$ cat src/rtl/yuv422_to_rgb_if.sv
// Stream bundle for the YUV422-to-RGB preview converter: packed YUV beats in,
// RGB pixels, line envelope and per-line pixel count out.
interface yuv422_to_rgb_if #(
  parameter int PIXEL_PER_CLK = 8,
  parameter int CNT_WIDTH     = 16
);
  logic [PIXEL_PER_CLK*16-1:0] yuv_i;
  logic                        yuv_valid_i;
  logic                        line_valid_i;
  logic [PIXEL_PER_CLK*24-1:0] rgb_o;
  logic                        rgb_valid_o;
  logic                        rgb_line_o;
  logic [CNT_WIDTH-1:0]        pixel_count_o;

  // Source side: drives YUV beats, observes converted pixels.
  modport master (
    output yuv_i, yuv_valid_i, line_valid_i,
    input  rgb_o, rgb_valid_o, rgb_line_o, pixel_count_o
  );

  // Converter side.
  modport slave (
    input  yuv_i, yuv_valid_i, line_valid_i,
    output rgb_o, rgb_valid_o, rgb_line_o, pixel_count_o
  );
endinterface

$ cat src/rtl/yuv422_to_rgb.sv
// Packed YUV422 (V/Y1/U/Y0 per pixel pair) to 8-bit RGB, full-swing integer
// inverse transform in four registered stages, plus an output-aligned line
// envelope and a saturating per-line pixel counter.
module yuv422_to_rgb #(
  parameter int PIXEL_PER_CLK = 8,
  parameter int CNT_WIDTH     = 16
) (
  input  logic             clk_i,
  input  logic             reset_n_i,
  yuv422_to_rgb_if.slave   bus
);
  localparam int PAIRS = PIXEL_PER_CLK / 2;

  logic s1_valid, s2_valid, s3_valid, rgb_valid_q;
  logic [3:0] line_d;

  logic [7:0]        s1_y0 [PAIRS];
  logic [7:0]        s1_y1 [PAIRS];
  logic signed [8:0] s1_u  [PAIRS];
  logic signed [8:0] s1_v  [PAIRS];

  logic [7:0]         s2_y0 [PAIRS];
  logic [7:0]         s2_y1 [PAIRS];
  logic signed [19:0] s2_pr [PAIRS];
  logic signed [19:0] s2_gu [PAIRS];
  logic signed [19:0] s2_gv [PAIRS];
  logic signed [19:0] s2_pb [PAIRS];

  logic [7:0]         s3_y0 [PAIRS];
  logic [7:0]         s3_y1 [PAIRS];
  logic signed [19:0] s3_dr [PAIRS];
  logic signed [19:0] s3_dg [PAIRS];
  logic signed [19:0] s3_db [PAIRS];

  logic [PIXEL_PER_CLK*24-1:0] rgb_q, rgb_next;
  logic                        rgb_line, line_q;
  logic [CNT_WIDTH-1:0]        cnt;
  logic [CNT_WIDTH:0]          cnt_sum;

  function automatic logic [7:0] sat8(input logic signed [19:0] s);
    if (s < 0)               return 8'd0;
    else if (s > 20'sd255)   return 8'hFF;
    else                     return s[7:0];
  endfunction

  function automatic logic [23:0] pix(input logic [7:0] y,
                                      input logic signed [19:0] dr,
                                      input logic signed [19:0] dg,
                                      input logic signed [19:0] db);
    logic signed [19:0] ys;
    ys = $signed({12'd0, y});
    return {sat8(ys + dr), sat8(ys - dg), sat8(ys + db)};
  endfunction

  // Valid bits and the line-delay chain; reset discards everything in flight.
  always_ff @(posedge clk_i) begin
    if (!reset_n_i) begin
      s1_valid    <= 1'b0;
      s2_valid    <= 1'b0;
      s3_valid    <= 1'b0;
      rgb_valid_q <= 1'b0;
      line_d      <= '0;
    end else begin
      s1_valid    <= bus.yuv_valid_i;
      s2_valid    <= s1_valid;
      s3_valid    <= s2_valid;
      rgb_valid_q <= s3_valid;
      line_d      <= {line_d[2:0], bus.line_valid_i};
    end
  end

  // Datapath stages 1-3: unpack and centre chroma, products, round and shift.
  always_ff @(posedge clk_i) begin
    for (int k = 0; k < PAIRS; k++) begin
      s1_v[k]  <= $signed({1'b0, bus.yuv_i[32*k +: 8]}) - 9'sd128;
      s1_y1[k] <= bus.yuv_i[32*k+8 +: 8];
      s1_u[k]  <= $signed({1'b0, bus.yuv_i[32*k+16 +: 8]}) - 9'sd128;
      s1_y0[k] <= bus.yuv_i[32*k+24 +: 8];

      s2_y0[k] <= s1_y0[k];
      s2_y1[k] <= s1_y1[k];
      s2_pr[k] <= 20'(s1_v[k]) * 20'sd359;
      s2_gu[k] <= 20'(s1_u[k]) * 20'sd88;
      s2_gv[k] <= 20'(s1_v[k]) * 20'sd183;
      s2_pb[k] <= 20'(s1_u[k]) * 20'sd454;

      s3_y0[k] <= s2_y0[k];
      s3_y1[k] <= s2_y1[k];
      s3_dr[k] <= (s2_pr[k] + 20'sd128) >>> 8;
      s3_dg[k] <= (s2_gu[k] + s2_gv[k] + 20'sd128) >>> 8;
      s3_db[k] <= (s2_pb[k] + 20'sd128) >>> 8;
    end
  end

  // Stage 4 combinational part: add luma and clamp each channel.
  always_comb begin
    rgb_next = '0;
    for (int k = 0; k < PAIRS; k++) begin
      rgb_next[48*k +: 24]    = pix(s3_y0[k], s3_dr[k], s3_dg[k], s3_db[k]);
      rgb_next[48*k+24 +: 24] = pix(s3_y1[k], s3_dr[k], s3_dg[k], s3_db[k]);
    end
  end

  // Output register holds its last pixels while no beat is emitted.
  always_ff @(posedge clk_i) begin
    if (!reset_n_i)    rgb_q <= '0;
    else if (s3_valid) rgb_q <= rgb_next;
  end

  assign rgb_line = line_d[3] | s1_valid | s2_valid | s3_valid | rgb_valid_q;
  assign cnt_sum  = {1'b0, cnt} + (CNT_WIDTH+1)'(PIXEL_PER_CLK);

  // Per-line pixel counter: restart on envelope rise, saturating accumulate.
  always_ff @(posedge clk_i) begin
    if (!reset_n_i) begin
      cnt    <= '0;
      line_q <= 1'b0;
    end else begin
      line_q <= rgb_line;
      if (rgb_line && !line_q)
        cnt <= rgb_valid_q ? CNT_WIDTH'(PIXEL_PER_CLK) : '0;
      else if (rgb_valid_q)
        cnt <= cnt_sum[CNT_WIDTH] ? '1 : cnt_sum[CNT_WIDTH-1:0];
    end
  end

  assign bus.rgb_o         = rgb_q;
  assign bus.rgb_valid_o   = rgb_valid_q;
  assign bus.rgb_line_o    = rgb_line;
  assign bus.pixel_count_o = cnt;
endmodule
$ cat src/flat_wrapper.sv
// flat-port wrapper written by rule: the top's interface ports become plain ports
module yuv422_to_rgb_flat 
#(
  parameter int PIXEL_PER_CLK = 8,
  parameter int CNT_WIDTH     = 16
)
  (clk_i, reset_n_i, bus_yuv_i, bus_yuv_valid_i, bus_line_valid_i, bus_rgb_o, bus_rgb_valid_o, bus_rgb_line_o, bus_pixel_count_o);
  yuv422_to_rgb_if #(.PIXEL_PER_CLK(PIXEL_PER_CLK), .CNT_WIDTH(CNT_WIDTH)) bus_i ();
  input  logic clk_i;
  input  logic reset_n_i;
  input wire logic [$bits(bus_i.yuv_i)-1:0] bus_yuv_i;
  input wire logic [$bits(bus_i.yuv_valid_i)-1:0] bus_yuv_valid_i;
  input wire logic [$bits(bus_i.line_valid_i)-1:0] bus_line_valid_i;
  output wire logic [$bits(bus_i.rgb_o)-1:0] bus_rgb_o;
  output wire logic [$bits(bus_i.rgb_valid_o)-1:0] bus_rgb_valid_o;
  output wire logic [$bits(bus_i.rgb_line_o)-1:0] bus_rgb_line_o;
  output wire logic [$bits(bus_i.pixel_count_o)-1:0] bus_pixel_count_o;
  assign bus_i.yuv_i = bus_yuv_i;
  assign bus_i.yuv_valid_i = bus_yuv_valid_i;
  assign bus_i.line_valid_i = bus_line_valid_i;
  assign bus_rgb_o = bus_i.rgb_o;
  assign bus_rgb_valid_o = bus_i.rgb_valid_o;
  assign bus_rgb_line_o = bus_i.rgb_line_o;
  assign bus_pixel_count_o = bus_i.pixel_count_o;
  yuv422_to_rgb #(.PIXEL_PER_CLK(PIXEL_PER_CLK), .CNT_WIDTH(CNT_WIDTH)) u_core (.clk_i(clk_i), .reset_n_i(reset_n_i), .bus(bus_i));
endmodule
$ cat config.mk
export PLATFORM = sky130hd
export DESIGN_NAME = yuv422_to_rgb_flat
export DESIGN_NICKNAME = d
export VERILOG_FILES = /design/src/rtl/yuv422_to_rgb_if.sv /design/src/rtl/yuv422_to_rgb.sv /design/src/flat_wrapper.sv
export SDC_FILE = /design/constraint.sdc
export NUM_CORES = 2
export LEC_CHECK = 0
export BUFFER_PORTS_ARGS = -buffer_cell sky130_fd_sc_hd__buf_2
export CORE_UTILIZATION = 47
export DETAILED_ROUTE_END_ITERATION = 12
export SLEW_MARGIN = 20
export SYNTH_ARGS = -nofsm -noshare
export SYNTH_HDL_FRONTEND = slang
export SYNTH_SLANG_ARGS = --single-unit
$ cat constraint.sdc
create_clock -name clk_i -period 7.4 [get_ports clk_i]
set_input_delay 1.48 -clock clk_i [delete_from_list [all_inputs] [get_ports clk_i]]
set_output_delay 1.48 -clock clk_i [all_outputs]
set_load 0.01 [all_outputs]
==> results.cfg <==
[power]
power_density_nw_per_um2 = 367.4
ir_drop_v = 0.0002584
leakagePower_nw = 28.88
power.total_w = 0.02156

[synth]
synth-xor-area-share = 0.07267
synth_edf_count = 0
ys_ff_latch = 827
synth_top_family_by_area = adder cells
synth-adder-area-share = 0.3087
syn-num-nets = 6643
muxShareOfSynthArea = 0.003292
async_reset_ff_frac = 0
ys_seq_area_frac = 0.3180
synth_compound_area_frac = 0.1296
synth_area_per_cell_sq_um = 9.672
syn_inst = 5383
synth_warnings = 0
synth_area_sq_um = 52060
synthSimpleGateAreaFrac = 0.1067
yosys_most_used_dff = dfxtp_1
ys_types = 87

[timing]
relSlewSlack = 0.3189
tns_ps = 0
post-route-period-util = 0.7532
clock.fmax_mhz = 179.4
fin_skew_ps = 32.06
grt_setup_unrepaired = no
finalCriticalPeriod_ps = 5574
timing_hold_violations_final = 0
tightest_slew_ps = 1020
setup_violations = 0
final_max_slew_viol_count = 0

[setup_path]
slowest_delay_ps = 990
start_kind = register
path_max_fanout = 22
slowest_stage = dfxtp_1
cp_cell_sequence = inv_1 > ha_1 > ha_1 > fa_1 > fa_1 > fa_1 > ha_1 > nand3_1 > o211ai_1 > o211a_1 > o21a_1 > o21a_1 > o41ai_2 > o21bai_1 > xnor2_1
worstSetupPathType = reg2reg
arrival_ps = 6140
required_ps = 7960
cp-end-kind = register

[job]
maxCapViolations = 0

[final_layout]
drive_gt1_frac = 0.1008
nNetsFinal = 7030
nFillCells = 10090
multi_input_area_sq_um = 32340
areaGrowthSynthToFinish_pct = 12.72
seq_area_sq_um = 16560

[cts]
clk_pin_slew_ps = 60
cts_inserted_buffers = 95
cts_resized = 0
tritoncts = built
htreeDepth = 3
cts_buffer_depth = 3
clk_latency_ps = 700
cts_post_setup_buffers_inserted = 0
clock-sinks = 827
ctsHoldBuffers = 0
clockRootBuffer = clkbuf_16

[hold_path]
worstHoldPathType = reg2reg

[detailed_routing]
vias = 37520
routed_wirelength_microns = 121900
vias_per_cell = 5.120
drtPass1Iterations = 5
route.detailed.drc = 0
antenna_left = 0
post_drt_wl_per_cell_microns = 16.63
drt_iter0_markers = 1671

[global_route]
grt_max_degree = 79
antenna_found_initial = 6
overflow = 0
grt_pass1_wl_microns = 195800
grt_usage = 0.2191
grt_pass1_vias = 36950

[placement]
globalplace.congestion = 0.9175
port_buffers = 341
dp_hpwl_microns = 99010

[floorplanning]
fp-row-count = 121
die_w_microns = 334.8
chipHeight_microns = 334.8
dieArea_sq_um = 112100
ios = 342
start_util = 0.4763
coreArea_sq_um = 109300

[status]
status = finished, final reports clean
-- cell families (layout without fill, tap and decap cells) --
group	Yosys count	after routing
xor gates and xnor gates	432	432
other	0	1
and+or+nand+nor	1163	1163
DFF	827	827
AOI/OAI and AO/OA	974	974
buffers and inverters	842	1310
muxes	17	17
adders and majority gates	1128	1128
-- synth_stat cells (53+ instances only) --
master	count	area (sq um)
xor2_1	97	849.6
a221o_1	53	530.5
xnor2_1	335	2934
o21ai_0	186	930.9
a22oi_1	79	593.1
nor2b_1	78	488.0
nand2_1	279	1047
o21a_1	78	585.6
ha_1	867	10850
a21oi_1	198	991.0
a21o_1	70	525.5
nor2_1	343	1287
inv_1	777	2917
nand3_1	116	580.6
fa_1	261	5225
nor3_1	89	445.4
clkbuf_1	54	202.7
dfxtp_1	827	16560
-- per-layer routing --
layer	vias to the layer above	routed length, microns	part of all wire	global-route usage
met5	-	27	0.00022	0
met1	17490	57230	0.47	0.2947
met3	192	7031	0.058	0.04505
met4	4	3221	0.026	0.06198
li1	19110	-	-	-
met2	728	54370	0.45	0.3541
-- where the power goes --
part / switching (W) / total [W] / internal, W
clock: 0.00201 / 0.00477 / 0.00277
sequential: 0.000862 / 0.00646 / 0.00560
combinational: 0.00561 / 0.0103 / 0.00472
-- critical path, delay by kind of cell (launching register included) --
family                   cells  cell delay [ps]
AO/OA/AOI/OAI                6             1360
XOR/XNOR                     1              140
adder cells (fa/ha/maj)      6             2580
buffers and inverters        1              300
flip-flops                   1              990
AND/OR/NAND/NOR              1               80
-- state kept, by name, indices dropped and copies added (netlist names), 44 cells and up --
name              count
u_core.s2_gv         60
u_core.s2_pb         60
u_core.s3_dr         48
u_core.s3_db         48
u_core.s2_gu         44
u_core.s2_pr         48
u_core.bus.rgb_o    192
u_core.s3_dg         48
-- metrics by stage --
step / instances / utilization / setup slack (ps) / hold WS, ps / instance area [sq um]
floorplan: 5383 / - / 2184 / 309.6 / 52060
detailed placement: 7149 / 0.5074 / 1830 / 312.1 / 55460
CTS: 7327 / 0.5368 / 1806 / 312.1 / 58680
global route: 7328 / 0.5369 / 1431 / 308.1 / 58680
global placement: 7149 / 0.5074 / 1868 / 310.0 / 55460
finish: 7328 / 0.5369 / 1826 / 302.1 / 58680
-- worst paths after layout --
path | startpoint | endpoint | slack, ps | cells past startpoint
worst max-delay path | u_core.s1_v[2][7]$_DFF_P_ | u_core.s2_pr[2][18]$_DFF_P_ | 1830 | 15
worst min-delay path | u_core.s1_y1[3][5]$_DFF_P_ | u_core.s2_y1[3][5]$_DFF_P_ | 300 | 0
worst max register to register | u_core.s1_v[2][7]$_DFF_P_ | u_core.s2_pr[2][18]$_DFF_P_ | 1830 | 15
worst min register to register | u_core.s1_y1[3][5]$_DFF_P_ | u_core.s2_y1[3][5]$_DFF_P_ | 300 | 0
-- layout by cell type, fill, tap and decap left out, types with 14 or more instances in the layout --
cell,instances
nand3_1,116
o211a_1,14
xor2_1,97
o21a_1,78
buf_2,341
a21o_1,70
clkbuf_8,16
o211ai_1,22
nand2b_1,39
a21boi_0,35
o31ai_1,14
mux2i_1,16
or2_2,31
and2_1,27
o21ai_0,186
a21oi_1,198
o21bai_1,34
and3_1,31
nor2b_1,78
nor3_1,89
a31oi_1,21
ha_1,867
clkbuf_16,97
a221o_1,53
dfxtp_1,827
inv_1,777
or3_1,27
a22oi_1,79
nand2_1,279
clkinv_2,19
xnor2_1,335
a211oi_1,21
nor2_1,342
nor4_1,18
fa_1,261
nand4_1,36
-- final cells by class --
cell class / count / share of cell area
antenna: 1 / 0.00004264
clock buffer: 124 / 0.04582
clock inverter: 54 / 0.009040
inverter: 779 / 0.04983
multi-input combinational: 3714 / 0.5511
sequential: 827 / 0.2821
tap: 1476 / 0.03147
timing repair buffer: 353 / 0.03062
Power figures use the tool's default switching activity.
